==> src/rtl/fetch_unit_pkg.sv <==
// Shared definitions for the fetch unit and its neighbouring pipeline stages.
// Holds the stage encoding and the fetch FSM state encoding so decode and
// execute agree on what stage_o means.
package fetch_unit_pkg;

   localparam int XLEN = 32;

   typedef enum logic [2:0] {
      STAGE_FETCH     = 3'd0,
      STAGE_DECODE    = 3'd1,
      STAGE_EXECUTE   = 3'd2,
      STAGE_MEMORY    = 3'd3,
      STAGE_WRITEBACK = 3'd4
   } stage_e;

   typedef enum logic [1:0] {
      FSM_REQ  = 2'd0,
      FSM_HOLD = 2'd1,
      FSM_HALT = 2'd2
   } fsm_state_e;

   // Stage sequence; WRITEBACK wraps back to FETCH, unused codes recover to FETCH.
   function automatic stage_e next_stage(input stage_e cur);
      case (cur)
         STAGE_FETCH:     return STAGE_DECODE;
         STAGE_DECODE:    return STAGE_EXECUTE;
         STAGE_EXECUTE:   return STAGE_MEMORY;
         STAGE_MEMORY:    return STAGE_WRITEBACK;
         default:         return STAGE_FETCH;
      endcase
   endfunction

   // Word-align an address by clearing the byte offset.
   function automatic logic [XLEN-1:0] align_word(input logic [XLEN-1:0] addr);
      return addr & 32'hFFFF_FFFC;
   endfunction

   // True when the address has a zero byte offset.
   function automatic logic is_word_aligned(input logic [XLEN-1:0] addr);
      return (addr & 32'h0000_0003) == 32'h0;
   endfunction

endpackage

==> src/rtl/fetch_unit_if.sv <==
// Instruction memory request/acknowledge bus between the fetch unit (master)
// and the instruction memory (slave).
interface fetch_unit_if;
   import fetch_unit_pkg::*;

   logic            imem_req_o;
   logic [XLEN-1:0] imem_addr_o;
   logic            imem_ack_i;
   logic [XLEN-1:0] imem_data_i;

   modport master (
      output imem_req_o,
      output imem_addr_o,
      input  imem_ack_i,
      input  imem_data_i
   );

   modport slave (
      input  imem_req_o,
      input  imem_addr_o,
      output imem_ack_i,
      output imem_data_i
   );

endinterface

==> src/rtl/fetch_stage_ctr.sv <==
// Pipeline stage counter for the fetch unit: steps FETCH..WRITEBACK when
// advance is high, holds otherwise, and returns to FETCH on a synchronous clear.
module fetch_stage_ctr
   import fetch_unit_pkg::*;
(
   input  logic   clk,
   input  logic   reset,
   input  logic   clear,
   input  logic   advance,
   output stage_e stage
);

   // Stage register: reset/clear take priority over advancing.
   always_ff @(posedge clk) begin
      if (reset || clear) begin
         stage <= STAGE_FETCH;
      end else if (advance) begin
         stage <= next_stage(stage);
      end
   end

endmodule

==> src/rtl/fetch_unit.sv <==
// Multi-cycle fetch unit: requests an instruction, holds it in ir_o while the
// stage counter walks DECODE..WRITEBACK, then retires it and moves the PC on.
// Optional feature macro: FETCH_ALIGN_CHECK_EN enables the misaligned
// redirect-target fault and the HALT state; without it the target is
// silently word-aligned and fault_o is tied low.
module fetch_unit
   import fetch_unit_pkg::*;
#(
   parameter logic [31:0] RESET_PC = 32'h0000_0000,
   parameter logic [31:0] PC_STEP  = 32'd4
)
(
   input  logic        clk,
   input  logic        reset,
   fetch_unit_if.master imem,
   output logic [31:0] ir_o,
   output logic [2:0]  stage_o,
   output logic [31:0] pc_o,
   input  logic        stall_i,
   input  logic        redirect_i,
   input  logic [31:0] redirect_pc_i,
   output logic [31:0] instret_o,
   output logic        fault_o
);

   fsm_state_e  state_q;
   fsm_state_e  state_d;
   stage_e      stage;
   logic        req;
   logic        stage_adv;
   logic        stage_clr;
   logic        capture;
   logic        retire;
   logic [31:0] pc_next;
`ifdef FETCH_ALIGN_CHECK_EN
   logic        take_fault;
   logic        fault_q;
`endif

   fetch_stage_ctr u_stage_ctr (
      .clk     (clk),
      .reset   (reset),
      .clear   (stage_clr),
      .advance (stage_adv),
      .stage   (stage)
   );

   // FSM state register.
   always_ff @(posedge clk) begin
      if (reset) begin
         state_q <= FSM_REQ;
      end else begin
         state_q <= state_d;
      end
   end

   // Next-state and control decode: capture on ack, walk stages, retire in WRITEBACK.
   always_comb begin
      state_d   = state_q;
      req       = 1'b0;
      stage_adv = 1'b0;
      stage_clr = 1'b0;
      capture   = 1'b0;
      retire    = 1'b0;
`ifdef FETCH_ALIGN_CHECK_EN
      take_fault = 1'b0;
`endif
      case (state_q)
         FSM_REQ: begin
            req = 1'b1;
            if (imem.imem_ack_i) begin
               capture   = 1'b1;
               stage_adv = 1'b1;
               state_d   = FSM_HOLD;
            end
         end
         FSM_HOLD: begin
            if (!stall_i) begin
               if (stage == STAGE_WRITEBACK) begin
`ifdef FETCH_ALIGN_CHECK_EN
                  if (redirect_i && !is_word_aligned(redirect_pc_i)) begin
                     take_fault = 1'b1;
                     state_d    = FSM_HALT;
                  end else begin
                     retire    = 1'b1;
                     stage_clr = 1'b1;
                     state_d   = FSM_REQ;
                  end
`else
                  retire    = 1'b1;
                  stage_clr = 1'b1;
                  state_d   = FSM_REQ;
`endif
               end else begin
                  stage_adv = 1'b1;
               end
            end
         end
         FSM_HALT: begin
            state_d = FSM_HALT;
         end
         default: begin
            state_d = FSM_REQ;
         end
      endcase
   end

   // Redirect target is word-aligned; a misaligned one never reaches here when the checker faults.
   always_comb begin
      pc_next = redirect_i ? align_word(redirect_pc_i) : (pc_o + PC_STEP);
   end

   // Architectural registers: instruction capture, PC update and retire count.
   always_ff @(posedge clk) begin
      if (reset) begin
         pc_o      <= RESET_PC;
         ir_o      <= 32'h0;
         instret_o <= 32'h0;
      end else begin
         if (capture) begin
            ir_o <= imem.imem_data_i;
         end
         if (retire) begin
            pc_o      <= pc_next;
            instret_o <= instret_o + 32'd1;
         end
      end
   end

`ifdef FETCH_ALIGN_CHECK_EN
   // Sticky misaligned-target fault, cleared only by reset.
   always_ff @(posedge clk) begin
      if (reset) begin
         fault_q <= 1'b0;
      end else if (take_fault) begin
         fault_q <= 1'b1;
      end
   end

   assign fault_o = fault_q;
`else
   assign fault_o = 1'b0;
`endif

   // Request is masked while reset is asserted so it rises only after release.
   assign imem.imem_req_o  = req && !reset;
   assign imem.imem_addr_o = pc_o;
   assign stage_o          = stage;

endmodule

==> src/flat_wrapper.sv <==
// flat-port wrapper written by rule: the top's interface ports become plain ports
module fetch_unit_flat import fetch_unit_pkg::*;
#(
   parameter logic [31:0] RESET_PC = 32'h0000_0000,
   parameter logic [31:0] PC_STEP  = 32'd4
)
  (clk, reset, ir_o, stage_o, pc_o, stall_i, redirect_i, redirect_pc_i, instret_o, fault_o, imem_imem_req_o, imem_imem_addr_o, imem_imem_ack_i, imem_imem_data_i);
  fetch_unit_if imem_i ();
  input  logic clk;
  input  logic reset;
  output logic [31:0] ir_o;
  output logic [2:0] stage_o;
  output logic [31:0] pc_o;
  input  logic stall_i;
  input  logic redirect_i;
  input  logic [31:0] redirect_pc_i;
  output logic [31:0] instret_o;
  output logic fault_o;
  output wire logic [$bits(imem_i.imem_req_o)-1:0] imem_imem_req_o;
  output wire logic [$bits(imem_i.imem_addr_o)-1:0] imem_imem_addr_o;
  input wire logic [$bits(imem_i.imem_ack_i)-1:0] imem_imem_ack_i;
  input wire logic [$bits(imem_i.imem_data_i)-1:0] imem_imem_data_i;
  assign imem_imem_req_o = imem_i.imem_req_o;
  assign imem_imem_addr_o = imem_i.imem_addr_o;
  assign imem_i.imem_ack_i = imem_imem_ack_i;
  assign imem_i.imem_data_i = imem_imem_data_i;
  fetch_unit #(.RESET_PC(RESET_PC), .PC_STEP(PC_STEP)) u_core (.clk(clk), .reset(reset), .imem(imem_i), .ir_o(ir_o), .stage_o(stage_o), .pc_o(pc_o), .stall_i(stall_i), .redirect_i(redirect_i), .redirect_pc_i(redirect_pc_i), .instret_o(instret_o), .fault_o(fault_o));
endmodule
==> config.mk <==
export PLATFORM = sky130hd
export DESIGN_NAME = fetch_unit_flat
export DESIGN_NICKNAME = d
export VERILOG_FILES = /design/src/rtl/fetch_unit_pkg.sv /design/src/rtl/fetch_unit_if.sv /design/src/rtl/fetch_stage_ctr.sv /design/src/rtl/fetch_unit.sv /design/src/flat_wrapper.sv
export SDC_FILE = /design/constraint.sdc
export NUM_CORES = 1
export LEC_CHECK = 0
export CAP_MARGIN = 15
export CORE_ASPECT_RATIO = 1.2
export CORE_MARGIN = 3
export CORE_UTILIZATION = 45
export CTS_BUF_LIST = sky130_fd_sc_hd__clkbuf_4
export CTS_CLUSTER_SIZE = 28
export DETAILED_ROUTE_END_ITERATION = 8
export HOLD_SLACK_MARGIN = 0.08
export PLACE_DENSITY_LB_ADDON = 0.12
export SLEW_MARGIN = 0
export SYNTH_ARGS = -nofsm -noshare
export SYNTH_HDL_FRONTEND = slang
export SYNTH_SLANG_ARGS = --single-unit
==> constraint.sdc <==
create_clock -name clk -period 2.38 [get_ports clk]
set_clock_uncertainty 0.1 [all_clocks]
set_input_delay 0.357 -clock clk [delete_from_list [all_inputs] [get_ports clk]]
set_output_delay 0.357 -clock clk [all_outputs]
set_load 0.02 [all_outputs]
==> out/results.tsv <==
metric	value	unit
Yosys top cell by area	dfxtp_1	
crit path kind	flop to output port	
initial core utilization	46.8	%
Post-Route WL	14700	um
largest net degree at the start of global routing	72	
Post-CTS Hold Fix Bufs	0	
PD cells	427	mW/mm^2
# DRC	0	
Crit path largest cell delay	0.67	ns
Sw Pwr	786	uW
Syn Area/Cell	7.71	um^2
slowest stage cell, crit path	clkdlybuf4s50_1	
Syn. warnings	0	
DR vias/cell	5.46	
worst r2r path cells	6	
fmax	0.459	GHz
R2R setup slack	0.26	ns
internal power	2240	uW
Tcrit/Tclk final	91.6	%
register bit total from synthesis	99	
Seq/Total Area, Yosys	39.7	%
final critical-path required period	2.18	ns
max cap viols	0	
ys flop type	dfxtp_1	
Post-CTS Setup Inserts	0	
CTS H-tree depth	3	
CP Capture Type	output port	
Worst Path Buf+Inv	1	
Final ANT Viol Nets	0	
Slew Limit Fails	0	
total number of vias	5157	
die area	0.0124	mm^2
most frequent cells after synthesis	nand2_1, dfxtp_1, a21oi_1, nor2_1, clkbuf_1	
routability cong.	0.862	
path type of the worst min-delay path	input pin to flop	
deepest clock path buffer count	2	
Top-Level Pins	202	
gr ovfl total	0	
vias in the first global route	4784	
Worst R2R Start	u_core.instret_o[0]$_SDFFE_PP0P_	
initial antenna violation count	1	
row cnt	41	
fin nets	880	
Setup WS post-layout	0.200	ns
Worst Setup EP	imem_imem_req_o	
Total GRT Usage	23.5	%
first-pass GRT wire length	23600	um
# resized after CTS	0	
CTS tree	done	
count of final hold-check violations	0	
clk slew on worst S/H paths	0.15	ns
worst skew pair latency	0.43	ns
clock share of power	29.0	%
post-DP HPWL	10700	um
worst path cell trace	nor3_1 > clkdlybuf4s50_1	
crit path DAT	1.72	ns
async set-reset flop share out of synthesis	0	%
top-count cell post-synth	nand2_1	
WP depth	2	
CTS buffer count	9	
hold_ws	0.240	ns
Pleak	0.00241	uW
Die H	121	um
status	complete, no violations	
WL per Instance	15.6	um
I/O Buffers	194	
Post-Syn Area	0.00500	mm^2
Switching Fraction	26.0	%
Placeable Area	0.0107	mm^2
Starting DRT DRC Count	299	
peak supply drop	0.000313	V
max_slew headroom	49.9	%
Slew @ Worst Pin	0.751	ns
clk sinks	99	
Die Wd	102	um
Critical Path Start	u_core.state_q[1]$_SDFFE_PP0P_	
Root Driver	clkbuf_4	
Setup-failing EPs final	0	
share of cells above drive strength 1	6.88	%
Critical Path Fanout Max	6	
RR Endpoint	u_core.instret_o[30]$_SDFFE_PP0P_	
Post-Synthesis Cells	648	
Seq pwr share	57.0	%
Setup WS pre-CTS	-0.00595	ns
Worst EP required	1.92	ns
Comb power frac	14.0	%
Distinct cells, synth	56	
Post-synth EDFFs	0	
drt pass-1 iters	5	
critical path launch point type	flop	
CP delay by family, top	buffers and inverters	
post-synth top area share	39.7	%
synthesis-to-layout area growth	41.7	%
ranking of synthesized cells by area	dfxtp_1, nand2_1, a21oi_1	
unrepaired setup endpoints after global routing	false	
sequential cells by signal, summed over array words and instances (netlist names):
| name | flops |
|---|---|
| u_core.u_stage_ctr.stage | 3 |
| u_core.ir_o | 32 |
| u_core.imem.imem_addr_o | 30 |
| u_core.state_q | 2 |
| u_core.instret_o | 32 |
layer usage:
| layer | part of all wire [%] | up-vias | GRT usage [%] |
|---|---|---|---|
| met3 | 7.0 | 31 | 5.06 |
| met1 | 40 | 2382 | 28.5 |
| li1 | - | 2556 | - |
| met5 | 0 | - | 0 |
| met2 | 50 | 188 | 39.3 |
| met4 | 3.2 | 0 | 11.0 |
worst reg2reg max path: stages, from the launching register on:
cell and delay [ns]:
dfxtp_1 0.43, ha_1 0.22, and4_1 0.26, nand3_2 0.09, or3_1 0.42, or4_1 0.42, a21oi_1 0.14
power groups by stage:
stage	logic (uW)	registers, uW	clock network (uW)
final	424	1720	875
after global routing	461	1730	958
after CTS	427	1720	909
after detailed placement	425	1760	0
after global placement	419	1760	0
after floorplan	158	1800	0
stage by stage:
step	total power, uW	cell area, um^2	instances	util (%)	TNS (ns)
final	3020	7080	944	66.3	0
after CTS	3060	7080	943	66.3	0
after floorplan	1960	5010	652	-	0
after global placement	2180	6950	927	65.1	-0.00497
after global routing	3150	7080	944	66.3	0
after detailed placement	2180	6950	927	65.1	-0.00595
how the worst min path moves through the flow:
stage / start / end / cells after the start
CTS: reset / u_core.imem.imem_addr_o[26]$_SDFFE_PP0P_ / 3
floorplan: u_core.state_q[0]$_SDFFE_PP0P_ / u_core.state_q[1]$_SDFFE_PP0P_ / 1
finish: reset / u_core.imem.imem_addr_o[26]$_SDFFE_PP0P_ / 3
global placement: u_core.ir_o[12]$_SDFFE_PP0P_ / u_core.ir_o[12]$_SDFFE_PP0P_ / 2
global route: reset / u_core.imem.imem_addr_o[26]$_SDFFE_PP0P_ / 3
detailed placement: u_core.ir_o[18]$_SDFFE_PP0P_ / u_core.ir_o[18]$_SDFFE_PP0P_ / 2
cells in the final DEF (no fill, tap or decap), drive strengths merged, types with 9 or more instances in the layout:
cell type,netlist,routed
dfxtp,99,99
nor4,12,12
nand4,18,18
nand3,28,28
buf,41,31
nor2,53,53
nor3,17,17
nand2,106,106
clkdlybuf4s50,0,192
a21oi,73,73
o22ai,9,9
xnor2,18,18
o21ai,27,27
inv,10,10
clkbuf,36,10
cells by family (layout without fill, tap and decap cells):
family / after synthesis / in the layout / synth area share (%)
multiplexers: 9 / 9 / 1.83
adder cells (fa/ha/maj): 2 / 2 / 0.501
AO/OA/AOI/OAI: 146 / 146 / 17.1
other: 1 / 6 / 0.0750
AND/OR/NAND/NOR: 282 / 282 / 27.8
buffers and inverters: 87 / 249 / 9.21
XOR/XNOR: 22 / 22 / 3.86
flip-flops: 99 / 99 / 39.7
area by class of cell:
cell class | instances | area, um^2
fillers | 940 | 3590
multi-input cells | 466 | 2570
repair buffers | 223 | 2190
flip-flops and latches | 99 | 1980
well taps | 129 | 161
clock buffers | 10 | 75.1
clock inverters | 6 | 56.3
inverters | 10 | 37.5
diodes | 1 | 2.50
No activity file was read; power rests on OpenSTA's default activity.
==> patch 1: new RTL, config.mk and constraints unchanged <==
The option `FETCH_ALIGN_CHECK_EN` is turned on by a define.
--- a/src/rtl/fetch_unit.sv
+++ b/src/rtl/fetch_unit.sv
@@ -5,2 +5,4 @@
 // silently word-aligned and fault_o is tied low.
+`define FETCH_ALIGN_CHECK_EN
+
 module fetch_unit
Formal check against the unedited RTL: not equivalent (Yosys sat finds a counterexample within 10 cycles, from zero or initial values and one cycle with reset high).
==> patch 1 against the original RTL <==
- first-iteration DRC count is 2.3% higher
- maximum frequency shrank 3.5%
- area after synthesis is 0.48% higher
- global-route usage shrank 0.067 points
- critical endpoint is now u_core.instret_o[7]$_SDFFE_PP0P_
- setup slack lost 0.079 ns
- sequential cell count grew 1
- final cell count increased by 0.74%
- largest cell class unchanged
- routed wire length rose by 2.3%
- final area up 1.9%
- via count is 2.3% higher
- total power rose by 1.0%
==> patch 1: results (changes against the original RTL) <==
- Status: finished clean
- Drt initial violations: 306 (+2.3%)
- Post-Synth Adder-Cell Area: 0.00498 (-0.0000237)
- Antenna cells: 0 (-1)
- Setup CP Type: flop to flop
- Sw Ratio: 0.264 (+0.00370)
- Register-to-register setup slack: 0.12 ns (-0.14 ns)
- Comb power: 0.426 mW
- Slew @ Worst Pin: 0.774 ns (+0.0223 ns)
- Vias in the first global route: 5032 (+5.2%)
- Register area share after synthesis: 0.399 (+0.00211)
- Placed inst area: 7070 um^2 (+1.8%)
- TritonCTS buffer count: 9 (unchanged)
- Lkg Pwr: 2.53 nW (+4.7%)
- Multiplexer area fraction after synthesis: 0.0150 (-0.00333)
- Synth Instances: 638 (-1.5%)
- Final hold slack: 0.183 ns (-0.0570 ns)
- Share of cells above drive strength 1: 0.0912 (+0.0224)
- Buffers on Ports: 197 (+1.5%)
- First-pass GRT wire length: 23900 um (+1.4%)
- Gpl congestion: 0.835 (-3.1%)
- Critical path arrival: 2.47 ns (+0.75 ns)
- Synth area leaders: dfxtp_1 (40%), nand2_1 (6.9%), a21oi_1 (6.1%)
- VDD IR max: 333 uV (+6.5%)
- Avg WL per Cell: 15.8 um (+1.5%)
- Reg2Reg Launch Point: u_core.u_stage_ctr.stage[1]$_SDFFE_PP0P_
- Synth Area in XOR/XNOR: 0.0541 (+0.0155)
- Setup WS pre-CTS: -0.312 ns (-0.306 ns)
- Most used DFF post-synth: dfxtp_1
- Initial antenna violation count: 1 (unchanged)
- Crit-path max FO: 11 (+5)
- Delay-heaviest family, CP: simple AND/OR/NAND/NOR gates
- Peak per-stage delay on the critical path: 0.53 ns (-0.14 ns)
- Post-placement cell count: 935 (+0.86%)
- Worst Hold Path EP: u_core.imem.imem_addr_o[28]$_SDFFE_PP0P_
- Min Clock Period, post-route: 2.26 ns (+0.0786 ns)
- Vias: 5275 (+2.3%)
- NumNets Final: 888 (+0.91%)
- Clock Power Share: 0.291 (about the same)
- Worst R2R End: u_core.instret_o[7]$_SDFFE_PP0P_
- Library cells used by synthesis: 54 (-3.6%)
- Largest net degree at the start of global routing: 76 (+5.6%)
- Synth cell count leaders: dfxtp_1 (100), nand2_1 (92), a21oi_1 (61), nor2_1 (49)
- Crit-path slowest cell: or4b_1
- Psw: 0.806 mW (+2.5%)
- Hpwl dp: 11000 um (+2.8%)
- Worst r2r path cells: 8 (+2)
- Final wirelength: 15000 um (+2.3%)
- GRT Util Overall: 0.235 (-0.000674)
- Filler Cell Count: 917 (-2.4%)
- Clk root buf: clkbuf_4
- Post-synthesis compound-gate area fraction: 0.166 (-0.00480)
==> patch 1: cell type report <==
| cell class | instances | area [um^2] | area share |
|---|---|---|---|
| Clock buffer | 9 | 67.6 | 0.00937 |
| Timing Repair Buffer | 237 | 2260 | 0.314 |
| Inverter | 9 | 33.8 | 0.00469 |
| Clock inverter | 7 | 67.6 | 0.00937 |
| Tap cell | 129 | 161 | 0.0224 |
| Multi-Input combinational cell | 460 | 2620 | 0.363 |
| Sequential cell | 100 | 2000 | 0.278 |
==> patch 1: repair_timing <==
| action | CTS | global route |
|---|---|---|
| endpoints found under the hold margin | 0 | 0 |
| endpoints found under the setup margin | 0 | 13 |
| resized for setup | 0 | 3 |
| setup buffers | 0 | 0 |
==> patch 1: layer usage <==
layer / wire (um) / track usage / vias to the layer above
met4: 194 / 0.0673 / 2
met5: 13 / 0 / -
li1: - / - / 2586
met1: 5930 / 0.287 / 2485
met2: 7830 / 0.407 / 184
met3: 1060 / 0.0556 / 18
==> patch 2: new RTL, config.mk and constraints unchanged <==
Without the edit above. Re-encode `fsm_state_e` (3 states) as one-hot, 3 bits wide.
--- a/src/rtl/fetch_unit_pkg.sv
+++ b/src/rtl/fetch_unit_pkg.sv
@@ -15,6 +15,6 @@
 
-   typedef enum logic [1:0] {
-      FSM_REQ  = 2'd0,
-      FSM_HOLD = 2'd1,
-      FSM_HALT = 2'd2
+   typedef enum logic [2:0] {
+      FSM_REQ  = 3'b001,
+      FSM_HOLD = 3'b010,
+      FSM_HALT = 3'b100
    } fsm_state_e;
Check against the original RTL: no difference found for any inputs over 10 cycles, from zero or initial values and one cycle with reset high; not proved beyond that.
==> patch 2 against the original RTL <==
- area after synthesis is 2.6% lower
- first-iteration DRC count down 23%
- routed wire length fell by 4.7%
- setup slack gained 0.065 ns
- total power is 2.5% higher
- sequential cell count up 1
- sequential share of layout area up 0.81 points
- final area fell by 1.8%
- critical endpoint unchanged
==> patch 2: results (changes against the original RTL) <==
- Filler Cell Count: 890 (-5.3%)
- Vias in the first global route: 4923 (+2.9%)
- Antenna cells: 0 (-1)
- Vias: 5049 (-2.1%)
- Multi-input gates: 443 (-4.9%)
- Post-synthesis compound-gate area fraction: 0.185 (+0.0145)
- GR Layer Usage met1: 0.268 (-0.0179)
- Cell Int Power: 2.26 mW (+1.3%)
- Seq_cells: 100 (+1.0%)
- Avg WL per Cell: 15.3 um (-1.9%)
- Fraction of area in registers: 0.288 (+0.00812)
- M1 WL: 5660 um (-3.1%)
- Met3 Wirelength: 951 um (-7.2%)
- First-pass GRT wire length: 23000 um (-2.7%)
- Synth Area in XOR/XNOR: 0.0396 (+0.00101)
- Yosys warnings: 0 (unchanged)
- GR Layer Usage met3: 0.0407 (-0.00991)
- Resized cells post-CTS: 1 (+1)
- Register area share after synthesis: 0.411 (+0.0145)
- Lkg Pwr: 2.39 nW (-0.96%)
- Drt initial violations: 231 (-23%)
- Met2 usage: 0.409 (+0.0163)
- Multi-input gate share of total cell area: 0.353 (-0.0105)
- Initial antenna violation count: 0 (-1)
- Worst r2r path cells: 7 (+1)
- Share of cells above drive strength 1: 0.0607 (-0.00811)
- Critical Path Start: u_core.state_q[2]$_SDFFE_PP0P_
- NumNets Final: 857 (-2.6%)
- Library cells used by synthesis: 48 (-14%)
- Post-Synth Adder-Cell Area: 0.00514 (+0.000131)
- Critical path arrival: 1.66 ns (-0.06 ns)
- Register-to-register setup slack: 0.31 ns (+0.05 ns)
- Worst R2R End: u_core.imem.imem_addr_o[22]$_SDFFE_PP0P_
- Later-pin clock latency in the skew report: 0.47 ns (+0.04 ns)
- Largest net degree at the start of global routing: 36 (-50%)
- Non-CTS buffers: 221 (-0.90%)
- Worst Hold Path EP: u_core.imem.imem_addr_o[27]$_SDFFE_PP0P_
- Reg2Reg Launch Point: u_core.imem.imem_addr_o[2]$_SDFFE_PP0P_
- Layout non-clock buf frac: 0.311 (+0.00129)
- Synth area leaders: dfxtp_1 (41%), nand2_1 (7.5%), a21oi_1 (5.4%)
- Multiplexer area fraction after synthesis: 0.00411 (-0.0142)
- Buffers on Ports: 194 (unchanged)
- Min-delay worst type: input pin to flop
- Status: finished clean
- Crit-path max FO: 8 (+2)
- Routed wl met2: 7160 um (-2.9%)
- # rows: 40 (-2.4%)
- Inverters: 11 (+1)
- Synth cell count leaders: dfxtp_1 (100), nand2_1 (97), a21oi_1 (53), nor2_1 (52), o21ai_0 (48)
- VDD IR max: 295 uV (-5.5%)
- ClkCell Share: 0.0194 (+0.000888)
- Cell depth of the worst hold path: 4 (+1)
- Hold_sp: redirect_i
- Placed inst area: 6820 um^2 (-1.9%)
- Hpwl dp: 10300 um (-3.6%)
- # Post-CTS Setup Buffers: 0 (unchanged)
- Gpl congestion: 0.811 (-5.9%)
- GRT Util Overall: 0.229 (-0.00672)
- Max transition margin: 0.579 (+0.0796)
- Area grow syn2layout: 42.7%
## patch 2: metrics by stage
stage | setup slack, ns | instances
6_report | 0.265 | 917
4_1_cts | 0.250 | 917
5_1_grt | 0.0157 | 917
3_3_place_gp | 0.0591 | 901
2_1_floorplan | 0.310 | 625
3_5_place_dp | 0.0261 | 901
## patch 2: power by group through the flow
stage	registers, mW	clock network (mW)	logic, mW
after CTS	1.75	0.916	0.451
after global placement	1.78	0	0.440
final	1.75	0.902	0.446
after detailed placement	1.79	0	0.450
after floorplan	1.83	0	0.167
after global routing	1.76	0.968	0.485
## patch 2: cells by family (layout without fill, tap and decap cells)
family          count (synthesis)  in the layout
xor+xnor                       22             22
compound gates                152            152
simple gates                  260            260
other cells                     1              5
buf+inv                        82            248
mux                             2              2
flops                         100            100
fa+ha+maj                       2              2
## patch 2: critical path: stages (launching register included)
cell and delay, ns:
dfxtp_1 0.44, nor4b_1 0.36, dlygate4sd2_1 0.40
